==> src/rtl/controle_pkg.sv <==
// Shared constants for the multicycle MIPS main control unit:
// state encodings, opcodes, ALUOp codes and the control-word layout.
package controle_pkg;

    typedef enum logic [3:0] {
        S_FETCH     = 4'd0,
        S_DECODE    = 4'd1,
        S_MEM_ADDR  = 4'd2,
        S_MEM_READ  = 4'd3,
        S_MEM_WB    = 4'd4,
        S_MEM_WRITE = 4'd5,
        S_R_EXEC    = 4'd6,
        S_R_WB      = 4'd7,
        S_BRANCH    = 4'd8,
        S_JUMP      = 4'd9,
        S_ADDI_EXEC = 4'd10,
        S_ADDI_WB   = 4'd11,
        S_JR        = 4'd12
    } state_t;

    localparam logic [5:0] OP_RTYPE = 6'b000000;
    localparam logic [5:0] OP_LW    = 6'b100011;
    localparam logic [5:0] OP_SW    = 6'b101011;
    localparam logic [5:0] OP_BEQ   = 6'b000100;
    localparam logic [5:0] OP_J     = 6'b000010;
    localparam logic [5:0] OP_ADDI  = 6'b001000;
    localparam logic [5:0] FUNC_JR  = 6'b001000;

    localparam logic [1:0] ALUOP_ADD   = 2'b00;
    localparam logic [1:0] ALUOP_SUB   = 2'b01;
    localparam logic [1:0] ALUOP_RTYPE = 2'b10;

    // One bundle for every datapath control so it can be zeroed in one go.
    typedef struct packed {
        logic       pc_write;
        logic       pc_write_cond;
        logic       iord;
        logic       mem_read;
        logic       mem_write;
        logic       ir_write;
        logic       mem_to_reg;
        logic       reg_dst;
        logic       reg_write;
        logic       alu_src_a;
        logic [1:0] alu_src_b;
        logic [1:0] alu_op;
        logic [1:0] pc_source;
    } ctrl_t;

endpackage

==> src/rtl/controle_saidas.sv <==
// Purely combinational state-to-control-word decoder (Moore outputs).
// Unused encodings and any signal not named for a state decode to 0.
module controle_saidas
    import controle_pkg::*;
(
    input  state_t i_state,
    output ctrl_t  o_ctrl
);

    always_comb begin
        o_ctrl = '0;
        case (i_state)
            S_FETCH: begin
                o_ctrl.mem_read  = 1'b1;
                o_ctrl.ir_write  = 1'b1;
                o_ctrl.pc_write  = 1'b1;
                o_ctrl.alu_src_b = 2'b01;
                o_ctrl.alu_op    = ALUOP_ADD;
            end
            S_DECODE: begin
                o_ctrl.alu_src_b = 2'b11;
                o_ctrl.alu_op    = ALUOP_ADD;
            end
            S_MEM_ADDR, S_ADDI_EXEC: begin
                o_ctrl.alu_src_a = 1'b1;
                o_ctrl.alu_src_b = 2'b10;
                o_ctrl.alu_op    = ALUOP_ADD;
            end
            S_MEM_READ: begin
                o_ctrl.mem_read = 1'b1;
                o_ctrl.iord     = 1'b1;
            end
            S_MEM_WB: begin
                o_ctrl.reg_write  = 1'b1;
                o_ctrl.mem_to_reg = 1'b1;
            end
            S_MEM_WRITE: begin
                o_ctrl.mem_write = 1'b1;
                o_ctrl.iord      = 1'b1;
            end
            S_R_EXEC: begin
                o_ctrl.alu_src_a = 1'b1;
                o_ctrl.alu_op    = ALUOP_RTYPE;
            end
            S_R_WB: begin
                o_ctrl.reg_write = 1'b1;
                o_ctrl.reg_dst   = 1'b1;
            end
            S_BRANCH: begin
                o_ctrl.alu_src_a     = 1'b1;
                o_ctrl.alu_op        = ALUOP_SUB;
                o_ctrl.pc_write_cond = 1'b1;
                o_ctrl.pc_source     = 2'b01;
            end
            S_JUMP: begin
                o_ctrl.pc_write  = 1'b1;
                o_ctrl.pc_source = 2'b10;
            end
            S_ADDI_WB: o_ctrl.reg_write = 1'b1;
            S_JR: begin
                o_ctrl.pc_write  = 1'b1;
                o_ctrl.pc_source = 2'b11;
            end
            default: o_ctrl = '0;
        endcase
    end

endmodule

==> src/rtl/controle_principal_fsm.sv <==
// Multicycle MIPS main control FSM: sequences FETCH..WB and drives the
// datapath controls; all controls are held at 0 while reset is high.
module controle_principal_fsm
    import controle_pkg::*;
(
    input  logic       clk,
    input  logic       reset,
    input  logic [5:0] opcode,
    input  logic [5:0] func,
    output logic       PCWrite,
    output logic       PCWriteCond,
    output logic       IorD,
    output logic       MemRead,
    output logic       MemWrite,
    output logic       IRWrite,
    output logic       MemtoReg,
    output logic       RegDst,
    output logic       RegWrite,
    output logic       ALUSrcA,
    output logic [1:0] ALUSrcB,
    output logic [1:0] ALUOp,
    output logic [1:0] PCSource,
    output logic [3:0] state
);

    state_t r_state;
    state_t w_next_state;
    ctrl_t  w_ctrl_dec;
    ctrl_t  w_ctrl;

    always_ff @(posedge clk) begin
        if (reset) r_state <= S_FETCH;
        else       r_state <= w_next_state;
    end

    always_comb begin
        w_next_state = S_FETCH;
        case (r_state)
            S_FETCH: w_next_state = S_DECODE;
            S_DECODE: begin
                case (opcode)
                    OP_LW, OP_SW: w_next_state = S_MEM_ADDR;
                    OP_RTYPE:     w_next_state = (func == FUNC_JR) ? S_JR : S_R_EXEC;
                    OP_BEQ:       w_next_state = S_BRANCH;
                    OP_J:         w_next_state = S_JUMP;
                    OP_ADDI:      w_next_state = S_ADDI_EXEC;
                    default:      w_next_state = S_FETCH;
                endcase
            end
            S_MEM_ADDR: begin
                if (opcode == OP_LW)      w_next_state = S_MEM_READ;
                else if (opcode == OP_SW) w_next_state = S_MEM_WRITE;
                else                      w_next_state = S_FETCH;
            end
            S_MEM_READ:  w_next_state = S_MEM_WB;
            S_R_EXEC:    w_next_state = S_R_WB;
            S_ADDI_EXEC: w_next_state = S_ADDI_WB;
            default:     w_next_state = S_FETCH;
        endcase
    end

    controle_saidas u_saidas (
        .i_state (r_state),
        .o_ctrl  (w_ctrl_dec)
    );

    // Gating with reset keeps every write strobe quiet during reset and on abort.
    assign w_ctrl = reset ? '0 : w_ctrl_dec;

    assign PCWrite     = w_ctrl.pc_write;
    assign PCWriteCond = w_ctrl.pc_write_cond;
    assign IorD        = w_ctrl.iord;
    assign MemRead     = w_ctrl.mem_read;
    assign MemWrite    = w_ctrl.mem_write;
    assign IRWrite     = w_ctrl.ir_write;
    assign MemtoReg    = w_ctrl.mem_to_reg;
    assign RegDst      = w_ctrl.reg_dst;
    assign RegWrite    = w_ctrl.reg_write;
    assign ALUSrcA     = w_ctrl.alu_src_a;
    assign ALUSrcB     = w_ctrl.alu_src_b;
    assign ALUOp       = w_ctrl.alu_op;
    assign PCSource    = w_ctrl.pc_source;
    assign state       = r_state;

endmodule

==> config.mk <==
export PLATFORM = sky130hd
export DESIGN_NAME = controle_principal_fsm
export DESIGN_NICKNAME = d
export VERILOG_FILES = /design/src/rtl/controle_pkg.sv /design/src/rtl/controle_saidas.sv /design/src/rtl/controle_principal_fsm.sv
export SDC_FILE = /design/constraint.sdc
export NUM_CORES = 1
export LEC_CHECK = 0
export CAP_MARGIN = 20
export CORE_MARGIN = 4
export CORE_UTILIZATION = 38
export CTS_CLUSTER_SIZE = 28
export DETAILED_ROUTE_END_ITERATION = 7
export PLACE_DENSITY_LB_ADDON = 0.08
export SYNTH_ARGS = -nofsm -noshare
export SYNTH_HDL_FRONTEND = slang
export SYNTH_SLANG_ARGS = --single-unit
==> constraint.sdc <==
create_clock -name clk -period 2.3 [get_ports clk]
set_input_delay 0.46 -clock clk [delete_from_list [all_inputs] [get_ports clk]]
set_output_delay 0.46 -clock clk [all_outputs]
set_load 0.05 [all_outputs]
* Yosys cells after proc, flatten, opt, wreduce, memory -nomap -nowiden
Index checks and enable logic that the tools add are counted.
** Cells by class
- Equal/unequal tests :: 18
- Muxes and demuxes :: 19
- Reduce and logical (&&, ||, !) cells :: 9
** Operator list (number)
- 4-bit one-hot mux with 6 select lines :: 1
- 4-bit == test, second input constant :: 5
- 4-bit one-hot mux with 5 select lines :: 1
- 4-bit by 3-bit == test with 1-bit output, second input constant :: 4
- 16-bit two-way mux :: 1
- 6-bit by 4-bit == test with 1-bit output, second input constant :: 2
- 6-bit == test, second input constant :: 2
- 2-bit one-hot mux with 3 select lines :: 2
- 1-bit two-way mux :: 10
- 4-bit by 2-bit == test with 1-bit output, second input constant :: 2
- 2-bit OR reduction :: 4
- 6-bit by 2-bit == test with 1-bit output, second input constant :: 1
- 6-bit by 3-bit == test with 1-bit output, second input constant :: 1
- 6-bit logical NOT :: 1
- 3-bit two-way mux :: 2
- 3-bit OR reduction :: 2
- 4-bit by 1-bit == test with 1-bit output, second input constant :: 1
- 4-bit logical NOT :: 1
- 4-bit two-way mux :: 1
- 2-bit one-hot mux with 2 select lines :: 1
- 4-bit OR reduction :: 1
** Word-level totals
- Register bits after elaboration :: 4
- Bits of input ports :: 14
- Logic and storage cells :: 47

* Logic depth before layout (Yosys ltp)
- Depth after elaboration :: 4
- Mapped depth :: 5
- Mapped depth without buffers :: 4

* Hierarchy
Synthesis repeated with hierarchy kept, for this count alone.
** Second synthesis, totals
- Cells, all modules :: 95
- Area, all modules :: 694.4 um2
** By module, submodules not included
- controle_principal_fsm :: times used 1, cells each 65, area each 451.7 um2, sequential area each 80.1 um2
- controle_saidas :: times used 1, cells each 30, area each 242.7 um2, sequential area each 0.0 um2

* Least setup slack after synthesis
OpenSTA, ideal clock, no wires.
- Path kind :: register -> output
- Start :: register r_state[0], in the netlist state[0]
- End :: output port IorD
- Arrival time :: 2.616 ns
- Data required time :: 1.840 ns
- Path slack :: -0.776 ns
- Cell stages (with the launch flop) :: 3
- Buffers on the path :: 1
- Cell sequence :: dfxtp_1 > clkbuf_1 > nor4b_1
** On the way
- Word-level cells in the longest chain between the ends :: 4
** RTL lines
- from (decl) :: RTL line controle_principal_fsm.sv:26 : state_t r_state;
- from (signal assigned) :: RTL line controle_principal_fsm.sv:33 : else r_state <= w_next_state;
- 4-bit by 3-bit == test with 1-bit output or 4-bit by 2-bit == test with 1-bit output (tied branches) :: RTL line controle_saidas.sv:12 : case (i_state)
- 2-bit OR reduction (no source line) *
- 1-bit two-way mux * :: RTL line controle_saidas.sv:12
- 16-bit two-way mux * :: RTL line controle_principal_fsm.sv:68 : assign w_ctrl = reset ? '0 : w_ctrl_dec;
- to (decl) :: RTL line controle_principal_fsm.sv:12 : output logic IorD,
Every way passes the cells marked *; elsewhere a longest branch is shown, timed or not.

* Final worst setup path
- Start :: register r_state[1], in the netlist state[1]
- End :: output port state[1]
** RTL lines
- to (decl) :: RTL line controle_principal_fsm.sv:23 : output logic [3:0] state
No word-level cell between the ends.

==> flow_summary.json <==
{
  "hold_viol": 0,
  "fin_ws_ns": 0.146,
  "ys_ff_latch": 4,
  "clkLatencyLatePin_ns": 0.23,
  "rsz0062_at_grt": "no",
  "num_vias": 742,
  "placed_cells": 123,
  "syn_to_final_growth_pct": 112,
  "port_buffers": 33,
  "tightest_slew_ns": 0.497,
  "crit_path_max_fanout": 12,
  "clk_pin_slew_ns": 0.04,
  "post-cts-setup-buffers": 0,
  "syn-cell-area_um2": 524,
  "grt_pass1_vias": 669,
  "drt_iter0_drc": 11,
  "critical_path_class": "flop to output port",
  "cts.sinks": 4,
  "dieHeight_um": 45.1,
  "vdd.ir_drop.worst_v": 0.000239,
  "end_kind": "output port",
  "ant_nets": 0,
  "grt_use_total_pct": 18.7,
  "fmax_ghz": 0.464,
  "worstPathArrival_ns": 1.69,
  "start_util_pct": 40.3,
  "period_needed_ns": 2.15,
  "synth.distinct_cells": 30,
  "status": "complete, no violations",
  "pre_cts_slack_ns": 0.163,
  "drc": 0,
  "powerDensity_mw_per_mm2": 269,
  "yosysSeqAreaShare_pct": 15.3,
  "cp_data_required_time_ns": 1.84,
  "post_synth.cell_area_avg_um2": 6.72,
  "core_area_mm2": 0.00130,
  "postCtsHoldBufs": 0,
  "rows": 13,
  "critPathBufInv": 1,
  "antenna_found_initial": 0,
  "die-area_mm2": 0.00204,
  "worst_path_max_delay_cell": "clkdlybuf4s50_1",
  "dr.pass1.iters": 4,
  "seqCellArea_um2": 80.1,
  "overflow": 0,
  "wirelength_met1_um": 647,
  "dp_hpwl_um": 1430,
  "cts_tree": "done",
  "hold_path_class": "flop to flop",
  "critical-path-top-delay-family": "buffers and inverters",
  "synthCells": 78,
  "num_antenna_cells": 0,
  "met3_length_um": 156,
  "htreeDepth": 1,
  "period_share_pct": 93.7,
  "final_common_cell": "clkdlybuf4s50_1",
  "cts-root-buf": "clkbuf_4",
  "final_layout_size_suffix_gt1_share_pct": 33.3,
  "final_cells": 126,
  "routedWlPerCell_um": 14.4,
  "path_cells": "clkdlybuf4s50_1",
  "ioPinCount": 34,
  "ys.warnings.count": 0,
  "synth_nets": 92,
  "setup_viol": 0,
  "drv_slew": 0,
  "slew_headroom_pct": 66.8,
  "drv_cap": 0,
  "nNetsFinal": 127,
  "fillerInstances": 81,
  "drt-vias-per-instance": 5.89,
  "whs_ns": 0.827,
  "wl_um": 1810,
  "finClkSkew_ns": 0.00436,
  "wl_met2_um": 981,
  "max_stage_delay_ns": 0.89,
  "place.gp.congestion": 0.839,
  "largest_reg_flops": 4,
  "leakagePower_uw": 0.000382,
  "die_w_um": 45.1,
  "grt_start_max_net_pins": 13,
  "grt_pass1_wl_um": 2840,
  "dr.max_layer_used": "met4",
  "multi_input_area_um2": 467,
  "numCtsBuffers": 3,
  "cts_buffer_depth": 2,
  "fin_setup_tns_ns": 0,
  "final_cell_mix": "clkdlybuf4s50_1, buf_12, nor2_1",
  "post_cts_resized": 0,
  "cp-start-kind": "flop"
}
## logic make-up after synthesis
kind of cell	share of synthesized area (%)
AOI/OAI and AO/OA	26.7
xor gates and xnor gates	3.34
adders and majority gates	3.82
buffers and inverters	6.44
DFF	15.3
and+or+nand+nor	44.4
## power by group
part           total (uW)  switching (uW)  internal [uW]
registers            75.1            3.57           71.6
logic                 140            72.2           68.2
clock network        84.2            26.1           58.1
## area by class of cell
class                           instances  share of cell area (%)
Sequential cell                         4                    7.20
Timing Repair Buffer                   37                    46.8
Clock buffer                            3                    2.02
Multi-Input combinational cell         66                    42.0
Tap cell                               15                    1.69
Inverter                                1                   0.337
## through the flow
stage,cell area (um2),util (%),power [uW]
after floorplan,581,-,147
after global placement,1090,83.8,212
after detailed placement,1090,83.8,216
after CTS,1110,85.5,301
after global routing,1110,85.5,309
final,1110,85.5,300
## Yosys cell counts (all sizes together)
cell type	count	area share, %
nor4	3	3.6
o22a	1	1.7
o211ai	1	1.4
nand2b	5	6.0
clkbuf	4	2.9
o32ai	1	1.7
a21boi	2	2.9
a31oi	1	1.2
or2	1	1.2
o22ai	1	1.2
dfxtp	4	15
o21a	3	4.3
nor4b	2	3.3
nand3	1	0.95
xnor2	2	3.3
o21ai	2	1.9
maj3	2	3.8
or4b	3	6.4
a211oi	3	5.2
nor3	8	7.6
nand2	3	2.1
a21oi	4	3.8
or3	3	3.8
nor2	13	9.3
buf	3	2.9
inv	1	0.72
a21o	1	1.4
## path summary, 6_finish.rpt
kind | startpoint | to | slack, ns | cells past startpoint
max | state[1]$_SDFF_PP0_ | state[1] | 0.15 | 1
min | state[2]$_SDFF_PP0_ | state[1]$_SDFF_PP0_ | 0.83 | 4
max reg2reg | state[1]$_SDFF_PP0_ | state[0]$_SDFF_PP0_ | 0.51 | 5
min reg2reg | state[2]$_SDFF_PP0_ | state[1]$_SDFF_PP0_ | 0.83 | 4
## layer usage
metal	up-vias	global-route usage (%)
met3	5	1.59
li1	358	-
met5	-	0
met4	0	7.02
met1	331	20.0
met2	48	36.7
Note: power is estimated with default switching activity, not from simulation.
==> patch (same flow settings) <==
Register the inputs `opcode` and `func` before use, without a reset. The logic sees them one clock later.
--- a/src/rtl/controle_principal_fsm.sv
+++ b/src/rtl/controle_principal_fsm.sv
@@ -23,6 +23,14 @@
     output logic [3:0] state
 );
 
+    logic [5:0] opcode_q;
+    logic [5:0] func_q;
+
+    always_ff @(posedge clk) begin
+        opcode_q <= opcode;
+        func_q   <= func;
+    end
+
     state_t r_state;
     state_t w_next_state;
     ctrl_t  w_ctrl_dec;
@@ -38,9 +46,9 @@
         case (r_state)
             S_FETCH: w_next_state = S_DECODE;
             S_DECODE: begin
-                case (opcode)
+                case (opcode_q)
                     OP_LW, OP_SW: w_next_state = S_MEM_ADDR;
-                    OP_RTYPE:     w_next_state = (func == FUNC_JR) ? S_JR : S_R_EXEC;
+                    OP_RTYPE:     w_next_state = (func_q == FUNC_JR) ? S_JR : S_R_EXEC;
                     OP_BEQ:       w_next_state = S_BRANCH;
                     OP_J:         w_next_state = S_JUMP;
                     OP_ADDI:      w_next_state = S_ADDI_EXEC;
@@ -48,8 +56,8 @@
                 endcase
             end
             S_MEM_ADDR: begin
-                if (opcode == OP_LW)      w_next_state = S_MEM_READ;
-                else if (opcode == OP_SW) w_next_state = S_MEM_WRITE;
+                if (opcode_q == OP_LW)      w_next_state = S_MEM_READ;
+                else if (opcode_q == OP_SW) w_next_state = S_MEM_WRITE;
                 else                      w_next_state = S_FETCH;
             end
             S_MEM_READ:  w_next_state = S_MEM_WB;
Function: changed (a bounded check fails within 4 cycles, from zero or initial values and one cycle with reset high).
==> patch against the unedited design <==
  * Non-clock buffer count is 2 higher
  * Hold slack worse by 0.25 ns
  * Critical path depth is 4 higher
  * Synthesized area is 43% higher
  * Power is 94% higher
  * Fmax is 2.6% lower
  * Final cell count is 17% higher
  * First-iteration DRC count is 150% higher
  * Design area is 24% higher
  * Sequential power grew to 4.1 times the old value
  * Setup slack worse by 0.058 ns
  * Wire length is 13% higher
  * Sequential cell count is 12 higher
==> patch: results <==
export IMPL_track_usage=0.158
export IMPL_nNetsFinal=139
export IMPL_fp_coreArea_um2=1800
export IMPL_ys_seq_area_frac=0.427
export IMPL_clk_insertion_delay_late_ns=0.27
export IMPL_drt_iter0_drc=27
export IMPL_finClkSkew_ns=0.00283
export IMPL_num_fill_cells=145
export IMPL_yosysWarnings=0
export IMPL_wl_per_cell_um=13.8
export IMPL_hp_class="reg2reg"
export IMPL_numPlacedInstances=145
export IMPL_synth_compound_area_frac=0.172
export IMPL_grt_pass1_vias=730
export IMPL_netlist_instances=88
export IMPL_yosysUniqueCellTypes=32
export IMPL_hpwlAfterDp_um=1660
export IMPL_crit_arrival_ns=1.75
export IMPL_worstMarginPinSlew_ns=0.507
export IMPL_crit_family="simple AND/OR/NAND/NOR gates"
export IMPL_status="completed"
export IMPL_grt_pass1_wl_um=3280
export IMPL_clk_pin_slew_ns=0.08
export IMPL_grt_max_degree=18
export IMPL_synthAdderAreaFrac=0.0134
export IMPL_yosys_top_cells_area="dfxtp_1 (43%), nor2_1 (5.0%), nor3_1 (4.0%)"
export IMPL_ir_drop_mv=0.526
export IMPL_cellLeakagePower_nw=0.513
export IMPL_crit_path_max_incr_delay_ns=0.44
export IMPL_wl_um=2050
export IMPL_drive_gt1_frac=0.366
export IMPL_synth_fp_nets=102
export IMPL_critPathMaxFanout=4
export IMPL_netlist_top_cells_count="dfxtp_1 (16), nor2_1 (10), clkbuf_1 (7), nor3_1 (6)"
export IMPL_dr_pass1_iters=6
export IMPL_antenna_cells=0
export IMPL_viasPerCell=5.39
export IMPL_dp_worst_setup_slack_ns=0.0788
export IMPL_place_congestion=0.754
## patch: area by class of cell
| class | count | area, µm² | share of cell area |
|---|---|---|---|
| clock buffers | 3 | 22.5 | 0.0163 |
| inverters | 3 | 11.3 | 0.00815 |
| multi-input cells | 62 | 459 | 0.332 |
| flip-flops and latches | 16 | 327 | 0.236 |
| well taps | 25 | 31.3 | 0.0226 |
| repair buffers | 39 | 531 | 0.384 |
## patch: power by group
part           internal, mW  switching, mW
logic                0.0738         0.0655
registers             0.290         0.0178
clock network        0.0606         0.0721
total                 0.425          0.155
## patch: cells by family after synthesis
logic type / count (synthesis)
buffers and inverters: 10
DFF: 16
xor gates and xnor gates: 3
adders and majority gates: 1
and+or+nand+nor: 40
AOI/OAI and AO/OA: 18
## patch: metrics by stage
| step | hold slack, ns | total power [mW] | instance area, µm² | setup TNS [ns] |
|---|---|---|---|---|
| finish | 0.573 | 0.580 | 1380 | 0 |
| global route | 0.599 | 0.610 | 1380 | 0 |
| CTS | 0.582 | 0.586 | 1380 | 0 |
| detailed placement | 0.567 | 0.455 | 1360 | 0 |
| global placement | 0.561 | 0.451 | 1360 | 0 |
| floorplan | 0.488 | 0.383 | 830 | -0.710 |
## patch: final timing paths
check / start / end / slack [ns] / depth (start not counted)
max: reset / PCWrite / 0.09 / 5
min: func_q[4] / state[3] / 0.57 / 2
max reg2reg: state[3] / state[2] / 0.48 / 4
min reg2reg: func_q[4] / state[3] / 0.57 / 2
## patch: routing by layer
metal | wire length (µm) | global-route usage
met3 | 160 | 0.0655
met4 | 0 | 0.00426
met1 | 811 | 0.190
met2 | 1070 | 0.277
met5 | 0 | 0
## patch: timing repair
item	CTS	global route
gates resized for setup	0	2
hold endpoints to repair	0	0
setup endpoints to repair	0	2
